## config.mk

```make
export PLATFORM = sky130hd
export DESIGN_NAME = line_matrix_in_flat
export DESIGN_NICKNAME = d
export VERILOG_FILES = /design/src/rtl/line_matrix_pkg.sv /design/src/rtl/line_matrix_in_if.sv /design/src/rtl/line_matrix_filt.sv /design/src/rtl/line_matrix_in.sv /design/src/flat_wrapper.sv
export SDC_FILE = /design/constraint.sdc
export NUM_CORES = 1
export LEC_CHECK = 0
export BUFFER_PORTS_ARGS = -buffer_cell sky130_fd_sc_hd__buf_4
export CAP_MARGIN = 10
export CORE_AREA = 2 2 97 81
export CTS_BUF_LIST = sky130_fd_sc_hd__clkbuf_8
export DETAILED_ROUTE_END_ITERATION = 8
export DIE_AREA = 0 0 99 83
export PLACE_DENSITY_LB_ADDON = 0.12
export SLEW_MARGIN = 20
export SYNTH_ARGS = -nofsm -noshare
export SYNTH_HDL_FRONTEND = slang
export SYNTH_SLANG_ARGS = --single-unit
```

## constraint.sdc

```tcl
create_clock -name sys_clk -period 3.2 [get_ports sys_clk]
set_input_delay 0.16 -clock sys_clk [delete_from_list [all_inputs] [get_ports sys_clk]]
set_output_delay 0.16 -clock sys_clk [all_outputs]
set_load 0.03 [all_outputs]
```

## src/rtl/line_matrix_pkg.sv

```systemverilog
// rtl/line_matrix_pkg.sv - shared constants and helpers for the GPI line matrix
package line_matrix_pkg;

  localparam int SEL_W = 4;
  localparam logic [SEL_W-1:0] SEL_DISCONNECT = '1;
  localparam int N_IN_DEF = 10;
  localparam int N_OUT_DEF = 8;
  localparam int SYNC_STAGES_DEF = 2;
  localparam int FILT_LEN_DEF = 3;

  function automatic logic sel_valid(input logic [SEL_W-1:0] sel, input int n);
    return int'(sel) < n;
  endfunction

endpackage

```

## src/rtl/line_matrix_in_if.sv

```systemverilog
// rtl/line_matrix_in_if.sv - cfg strobe bus, accessory inputs and routed outputs
interface line_matrix_in_if #(
  parameter int N_IN  = line_matrix_pkg::N_IN_DEF,
  parameter int N_OUT = line_matrix_pkg::N_OUT_DEF
);

  logic                                  cfg_clk;
  logic                                  cfg_rstn;
  logic [line_matrix_pkg::SEL_W-1:0]     cfg_in_sel;
  logic [line_matrix_pkg::SEL_W-1:0]     cfg_out_sel;
  logic [N_IN-1:0]                       input_lines;
  logic [N_OUT-1:0]                      output_lines;
  logic [N_OUT*line_matrix_pkg::SEL_W-1:0] map_rd;

  modport master (
    output cfg_clk, cfg_rstn, cfg_in_sel, cfg_out_sel, input_lines,
    input  output_lines, map_rd
  );

  modport slave (
    input  cfg_clk, cfg_rstn, cfg_in_sel, cfg_out_sel, input_lines,
    output output_lines, map_rd
  );

endinterface

```

## src/rtl/line_matrix_filt.sv

```systemverilog
// rtl/line_matrix_filt.sv - synchronizer plus glitch filter for one async line
module line_matrix_filt #(
  parameter int SYNC_STAGES = 2,
  parameter int FILT_LEN    = 3
) (
  input  logic clk,
  input  logic rst,
  input  logic din,
  output logic dout
);

  logic [SYNC_STAGES-1:0] sync_q;
  logic                   sample;

  always_ff @(posedge clk) begin
    if (rst) begin
      sync_q <= '0;
    end else begin
      sync_q <= {sync_q[SYNC_STAGES-2:0], din};
    end
  end

  assign sample = sync_q[SYNC_STAGES-1];

  generate
    if (FILT_LEN == 0) begin : g_bypass
      assign dout = sample;
    end else begin : g_filt
      localparam int CNT_W = $clog2(FILT_LEN + 1);
      logic [CNT_W-1:0] cnt_q;
      logic             filt_q;

      // cnt tracks how long the sample has disagreed with the filtered value
      always_ff @(posedge clk) begin
        if (rst) begin
          cnt_q  <= '0;
          filt_q <= 1'b0;
        end else if (sample == filt_q) begin
          cnt_q <= '0;
        end else if (cnt_q == CNT_W'(FILT_LEN - 1)) begin
          filt_q <= sample;
          cnt_q  <= '0;
        end else begin
          cnt_q <= cnt_q + 1'b1;
        end
      end

      assign dout = filt_q;
    end
  endgenerate

endmodule

```

## src/rtl/line_matrix_in.sv

```systemverilog
// rtl/line_matrix_in.sv - runtime-programmable crossbar from accessory inputs to RFIC CTRL_IN lines
module line_matrix_in
  import line_matrix_pkg::*;
#(
  parameter int N_IN        = N_IN_DEF,
  parameter int N_OUT       = N_OUT_DEF,
  parameter int SYNC_STAGES = SYNC_STAGES_DEF,
  parameter int FILT_LEN    = FILT_LEN_DEF
) (
  input  logic             sys_clk,
  input  logic             rst,
  line_matrix_in_if.slave  bus
);

  localparam int LINES_W = 2 ** SEL_W;

  logic [SYNC_STAGES-1:0] clk_sync;
  logic [SYNC_STAGES-1:0] rstn_sync;
  logic [SEL_W-1:0]       in_sel_sync  [SYNC_STAGES];
  logic [SEL_W-1:0]       out_sel_sync [SYNC_STAGES];
  logic                   clk_hist;
  logic                   cfg_edge;
  logic                   cfg_clear;
  logic [SEL_W-1:0]       wr_in_sel;
  logic [SEL_W-1:0]       wr_out_sel;
  logic [SEL_W-1:0]       map_q [N_OUT];
  logic [N_IN-1:0]        filt;
  logic [LINES_W-1:0]     filt_ext;
  logic [N_OUT-1:0]       out_q;

  // cfg_clk chain and history start high so a strobe held high through reset never writes
  always_ff @(posedge sys_clk) begin
    if (rst) begin
      clk_sync  <= '1;
      clk_hist  <= 1'b1;
      rstn_sync <= '0;
      for (int s = 0; s < SYNC_STAGES; s++) begin
        in_sel_sync[s]  <= '0;
        out_sel_sync[s] <= '0;
      end
    end else begin
      clk_sync        <= {clk_sync[SYNC_STAGES-2:0], bus.cfg_clk};
      rstn_sync       <= {rstn_sync[SYNC_STAGES-2:0], bus.cfg_rstn};
      clk_hist        <= clk_sync[SYNC_STAGES-1];
      in_sel_sync[0]  <= bus.cfg_in_sel;
      out_sel_sync[0] <= bus.cfg_out_sel;
      for (int s = 1; s < SYNC_STAGES; s++) begin
        in_sel_sync[s]  <= in_sel_sync[s-1];
        out_sel_sync[s] <= out_sel_sync[s-1];
      end
    end
  end

  assign cfg_edge   = clk_sync[SYNC_STAGES-1] & ~clk_hist;
  assign cfg_clear  = ~rstn_sync[SYNC_STAGES-1];
  assign wr_in_sel  = in_sel_sync[SYNC_STAGES-1];
  assign wr_out_sel = out_sel_sync[SYNC_STAGES-1];

  always_ff @(posedge sys_clk) begin
    if (rst || cfg_clear) begin
      for (int j = 0; j < N_OUT; j++) map_q[j] <= SEL_DISCONNECT;
    end else if (cfg_edge && sel_valid(wr_out_sel, N_OUT)) begin
      for (int j = 0; j < N_OUT; j++) begin
        if (wr_out_sel == SEL_W'(j)) map_q[j] <= wr_in_sel;
      end
    end
  end

  generate
    for (genvar i = 0; i < N_IN; i++) begin : g_line
      line_matrix_filt #(
        .SYNC_STAGES (SYNC_STAGES),
        .FILT_LEN    (FILT_LEN)
      ) u_filt (
        .clk  (sys_clk),
        .rst  (rst),
        .din  (bus.input_lines[i]),
        .dout (filt[i])
      );
    end
  endgenerate

  // zero-extend so every select code indexes a real bit; invalid codes are masked anyway
  assign filt_ext = LINES_W'(filt);

  always_ff @(posedge sys_clk) begin
    if (rst) begin
      out_q <= '0;
    end else begin
      for (int j = 0; j < N_OUT; j++) begin
        out_q[j] <= sel_valid(map_q[j], N_IN) ? filt_ext[map_q[j]] : 1'b0;
      end
    end
  end

  always_comb begin
    bus.map_rd = '0;
    for (int j = 0; j < N_OUT; j++) bus.map_rd[j*SEL_W +: SEL_W] = map_q[j];
  end

  assign bus.output_lines = out_q;

endmodule

```

## src/flat_wrapper.sv

```systemverilog
// flat-port wrapper written by rule: the top's interface ports become plain ports
module line_matrix_in_flat import line_matrix_pkg::*;
#(
  parameter int N_IN        = N_IN_DEF,
  parameter int N_OUT       = N_OUT_DEF,
  parameter int SYNC_STAGES = SYNC_STAGES_DEF,
  parameter int FILT_LEN    = FILT_LEN_DEF
)
  (sys_clk, rst, bus_cfg_clk, bus_cfg_rstn, bus_cfg_in_sel, bus_cfg_out_sel, bus_input_lines, bus_output_lines, bus_map_rd);
  line_matrix_in_if #(.N_IN(N_IN), .N_OUT(N_OUT)) bus_i ();
  input  logic sys_clk;
  input  logic rst;
  input wire logic [$bits(bus_i.cfg_clk)-1:0] bus_cfg_clk;
  input wire logic [$bits(bus_i.cfg_rstn)-1:0] bus_cfg_rstn;
  input wire logic [$bits(bus_i.cfg_in_sel)-1:0] bus_cfg_in_sel;
  input wire logic [$bits(bus_i.cfg_out_sel)-1:0] bus_cfg_out_sel;
  input wire logic [$bits(bus_i.input_lines)-1:0] bus_input_lines;
  output wire logic [$bits(bus_i.output_lines)-1:0] bus_output_lines;
  output wire logic [$bits(bus_i.map_rd)-1:0] bus_map_rd;
  assign bus_i.cfg_clk = bus_cfg_clk;
  assign bus_i.cfg_rstn = bus_cfg_rstn;
  assign bus_i.cfg_in_sel = bus_cfg_in_sel;
  assign bus_i.cfg_out_sel = bus_cfg_out_sel;
  assign bus_i.input_lines = bus_input_lines;
  assign bus_output_lines = bus_i.output_lines;
  assign bus_map_rd = bus_i.map_rd;
  line_matrix_in #(.N_IN(N_IN), .N_OUT(N_OUT), .SYNC_STAGES(SYNC_STAGES), .FILT_LEN(FILT_LEN)) u_core (.sys_clk(sys_clk), .rst(rst), .bus(bus_i));
endmodule
```

* Word level (Yosys, flattened, before mapping)
Memory sizes are Yosys's and may differ from the RTL's.
Index checks and enable logic that the tools add are counted.
** Operators by class
- Bitwise operators :: 33
- Multiply operators :: 0
- Mux-type cells :: 65
- Add/subtract/negate cells :: 10
- Divide/modulo/power cells :: 0
- Eq/ne operators :: 27
- Reductions and logical operators :: 31
- Shifts and indexed selects :: 0
- $lt $le $gt $ge :: 17
** Operator list (number)
- $mux W4 :: 12
- $mux W1 :: 45
- $lt A4 B5 Y1 const B :: 8
- $lt A4 B4 Y1 const B :: 9
- $bmux W1 S4 :: 8
- $reduce_or A3 Y1 :: 10
- $add A2 B1 Y2 const B :: 10
- $eq A2 B2 Y1 const B :: 10
- $not A1 Y1 :: 20
- $reduce_and A2 Y1 :: 10
- $eq A4 B3 Y1 const B :: 4
- $reduce_or A2 Y1 :: 8
- $or A1 B1 Y1 :: 12
- $eq A1 B1 Y1 :: 10
- $eq A4 B2 Y1 const B :: 2
- $eq A4 B1 Y1 const B :: 1
- $logic_not A4 Y1 :: 1
- $and A1 B1 Y1 :: 1
- $logic_and A1 B1 Y1 :: 1
- $logic_or A1 B1 Y1 :: 1
** Storage, ports and cells
- Memory bits (writable) :: 48
- ROM bits :: 0
- Input port bits :: 22
- Bits in latches :: 0
- Word-level logic and storage cells :: 227
- Memories :: 3
- Output and inout bits :: 40
- Register bits :: 63
** Memories
- u_core.map_q :: words 8, bits a word 4, read ports 8, clocked after memory_dff 0, wr ports 8, line line_matrix_in.sv:26 : logic [SEL_W-1:0] map_q [N_OUT];
- u_core.in_sel_sync :: words 2, bits a word 4, read ports 2, clocked after memory_dff 0, wr ports 2, line line_matrix_in.sv:19 : logic [SEL_W-1:0] in_sel_sync [SYNC_STAGES];
- u_core.out_sel_sync :: words 2, bits a word 4, read ports 2, clocked after memory_dff 0, wr ports 2, line line_matrix_in.sv:20 : logic [SEL_W-1:0] out_sel_sync [SYNC_STAGES];

* Longest topological paths before layout
- Depth in word-level cells :: 7
- Mapped depth :: 4
- Depth with buffers taken out :: 4

* Modules after synthesis
A second synthesis with hierarchy kept.
** Unflattened totals
- Cells, all modules :: 349
- Area, all modules :: 4389.2 µm²
** By module, submodules not included
- line_matrix_in :: cells an instance 209, seq. area each 1541.5 µm², times used 1, area an instance 2750.1 µm²
- line_matrix_filt :: cells an instance 14, seq. area each 100.1 µm², times used 10, area an instance 163.9 µm²

* Least setup slack after synthesis
OpenSTA, ideal clock, no wires.
- Path kind :: register to register
- Start point :: memory u_core.out_sel_sync[1][1], in the netlist u_core.out_sel_sync[0][5]
- End point :: memory u_core.map_q[3][0], in the netlist u_core.map_q[0][12] (enable)
- Data arrival time :: 1251 ps
- Setup slack :: 1587 ps
- Library setup time :: 361 ps
- Data required time :: 2839 ps
- Cell stages (with the launch flop) :: 3
- Clock period less this slack :: 1613 ps
- Buffers on the path :: 0
- Cell sequence :: dfxtp_1 > or3b_1 > o21ai_0
** RTL lines (line)
- start: declaration :: line_matrix_in.sv:20
- end: declaration :: line_matrix_in.sv:26

==> reports/metrics.cfg <==
[pwr]
switching_power_w = 0.000526
p_per_area_nw_per_um2 = 452
comb_power_share_pct = 4.3
clock_power_share_pct = 34.4
p_leak_nw = 1.96
power.internal_w = 0.00190
swShare_pct = 21.7
seqPwrFrac_pct = 61.3
vdd_drop_max_mv = 0.337

[timing]
min_period_ns = 1.78
hold_ws_ns = 0.0169
clock_skew_ns = 0.0153
rsz0062_at_grt = false
slew_viol_final = 0
slew_headroom_pct = 49.8
worst_pin_slew_ns = 0.746
setup_tns_ns = 0
setup_slack_ns = 1.42
fin_crit_sh_pct = 55.5
finalHoldViolations = 0
fmax_mhz = 563
finalSetupViolCount = 0

[setup_path]
slowest_delay_ns = 0.62
cp_cell_sequence = nand3b_1 -> nor4_1 -> nand2b_1
critPathBufInv = 0
cp_slowest_cell = nor4_1
crit_type = reg -> reg
cp-start-kind = flop
cp.required_ns = 3.27
crit_family = simple AND/OR/NAND/NOR gates
endpoint_kind = flop
cp_max_fo = 5
cp.arrival_ns = 1.85

[clock_tree]
ctsLongestPathBuffers = 2
cts_sinks = 111
cts_buffers = 9
cts-root-buf = clkbuf_8
cts_post_setup_buffers_inserted = 0
tritoncts = yes
worstSkewPairLatency_ns = 0.36
cts.clk_slew.worst_paths_ns = 0.10
htree_levels = 3

[synth]
yosysTopAreaCellShare_pct = 35.1
yosys_register_bits = 111
synthDistinctLibCells = 29
syn_area_per_cell_sq_um = 11.6
ys_seq_area_share_pct = 56.5
synth_cells = 389
synth_top_area_cell = dfxtp_1
synth_area_sq_um = 4500
synth_nets = 421
synth_area_leaders = dfxtp_1 (35%), edfxtp_1 (21%), nor2b_1 (6.8%), mux2_2 (5.5%), mux4_2 (4.0%)
ys_warn_count = 0

[run_status]
outcome = complete, no violations

[route]
drcViolationCount = 0
dr.pass1.iters = 4
drt_iter0_drc = 152
num_vias = 2974
wl_per_cell_um = 14.9
ant_nets = 0
viasPerCell = 5.35
routed_wl_um = 8310

[finish]
nets = 493
synthToLayoutAreaGrowth_pct = 19.3
utilization_pct = 74.8
drive_above_1_share_pct = 24.2
antenna_cells = 0
nFillCells = 494

[global_route]
grt_pass1_wl_um = 13800
grt_pass1_vias = 2810
antenna_found_initial = 0
overflow = 0
grt_usage_pct = 21.6
grt_max_degree = 72

[die]
initial_core_util_pct = 62.7
ios = 62
core-area_sq_um = 7180
rows = 28
die_y_um = 83
die_x_um = 99
die_area_sq_um = 8220

[place]
place_ws_ns = 1.46
gp_congestion = 0.850
hpwl_um = 5610
numPortBuffers = 61

[job]
cap_violations = 0

[worst_hold_path]
min_path_type = in -> reg

-- registers in the layout, summed over array words and instances, names as in the netlist --
signal / count
u_core.map_q: 32
u_core.g_line.u_filt.g_filt.cnt_q: 20
u_core.g_line.u_filt.sync_q: 20
u_core.g_line.u_filt.dout: 10
u_core.bus.output_lines: 8
u_core.in_sel_sync: 8
u_core.out_sel_sync: 8
u_core.clk_sync: 2
u_core.rstn_sync: 2
u_core.clk_hist: 1
-- worst paths after layout --
check | from | slack, ns | cells past startpoint | end
min | bus_cfg_in_sel[0] | 0.02 | 2 | u_core.in_sel_sync[0][0]$_SDFF_PP0_
max | u_core.clk_hist$_SDFF_PP1_ | 1.42 | 3 | u_core.map_q[0][7]$_SDFFCE_PN1P_
min reg2reg | u_core.g_line[9].u_filt.g_filt.cnt_q[0]$_SDFF_PP0_ | 0.41 | 1 | u_core.g_line[9].u_filt.g_filt.cnt_q[0]$_SDFF_PP0_
max reg2reg | u_core.clk_hist$_SDFF_PP1_ | 1.42 | 3 | u_core.map_q[0][7]$_SDFFCE_PN1P_
-- area by class of cell --
type	instances	area, sq um	share of cell area, %
flip-flops and latches	111	2540	47.4
multi-input cells	241	1810	33.7
repair buffers	78	628	11.7
clock buffers	9	124	2.31
well taps	90	113	2.10
clock inverters	7	80.1	1.49
inverters	20	75.1	1.40
-- through the flow --
step,instances,power [W],cell area [sq um]
3_3_place_gp,523,0.00160,4990
2_1_floorplan,389,0.00157,4500
3_5_place_dp,523,0.00161,4990
5_1_grt,556,0.00253,5370
6_report,556,0.00243,5370
4_1_cts,556,0.00245,5370
-- Yosys cell counts --
library cell	number
or3b_1	1
ha_1	10
a22oi_1	6
mux2_2	22
nor2b_1	49
nor4b_2	1
inv_1	20
mux2i_1	12
edfxtp_1	32
nand3b_1	2
nor3b_1	6
xnor2_1	10
a32oi_1	8
clkbuf_1	7
mux4_2	8
o21ai_0	4
buf_2	10
nor4_1	1
nor4_4	1
or3b_4	1
a211oi_1	8
nor4b_4	1
nand2_1	24
or3_1	10
o31a_1	2
dfxtp_1	79
or2_2	3
nor2_1	44
nand2b_1	7
-- layer usage --
metal	track usage, %	routed length (um)	vias to the layer above
met3	6.65	644	7
met2	35.4	3990	88
li1	-	-	1479
met4	5.60	100	0
met5	0	0	-
met1	28.1	3580	1400
-- logic make-up after synthesis --
| group | after synthesis | share of synthesized area, % |
|---|---|---|
| AOI/OAI and AO/OA | 28 | 4.73 |
| xor gates and xnor gates | 10 | 1.95 |
| adders and majority gates | 10 | 2.78 |
| buffers and inverters | 37 | 3.36 |
| DFF | 111 | 56.5 |
| muxes | 42 | 12.2 |
| and+or+nand+nor | 151 | 18.5 |
-- timing repair --
item,4_1_cts,5_1_grt
hold endpoints to repair,17,0
gates resized for setup,0,0
hold buffers,17,0
-- cells in the final DEF (no fill, tap or decap), types with 12 or more instances in the layout --
master | synthesis | final
nor2_1 | 44 | 44
nand2_1 | 24 | 24
dfxtp_1 | 79 | 79
dlygate4sd3_1 | 0 | 17
mux2i_1 | 12 | 12
mux2_2 | 22 | 22
inv_1 | 20 | 20
edfxtp_1 | 32 | 32
nor2b_1 | 49 | 49
buf_4 | 0 | 61
-- power groups by stage --
stage	sequential [W]	clock [W]	combinational (W)
after floorplan	0.00152	0	0.0000503
final	0.00149	0.000835	0.000104
after global placement	0.00152	0	0.0000844
after global routing	0.00149	0.000918	0.000115
after CTS	0.00149	0.000860	0.000103
after detailed placement	0.00152	0	0.0000871
(Power assumes the default switching activity.)
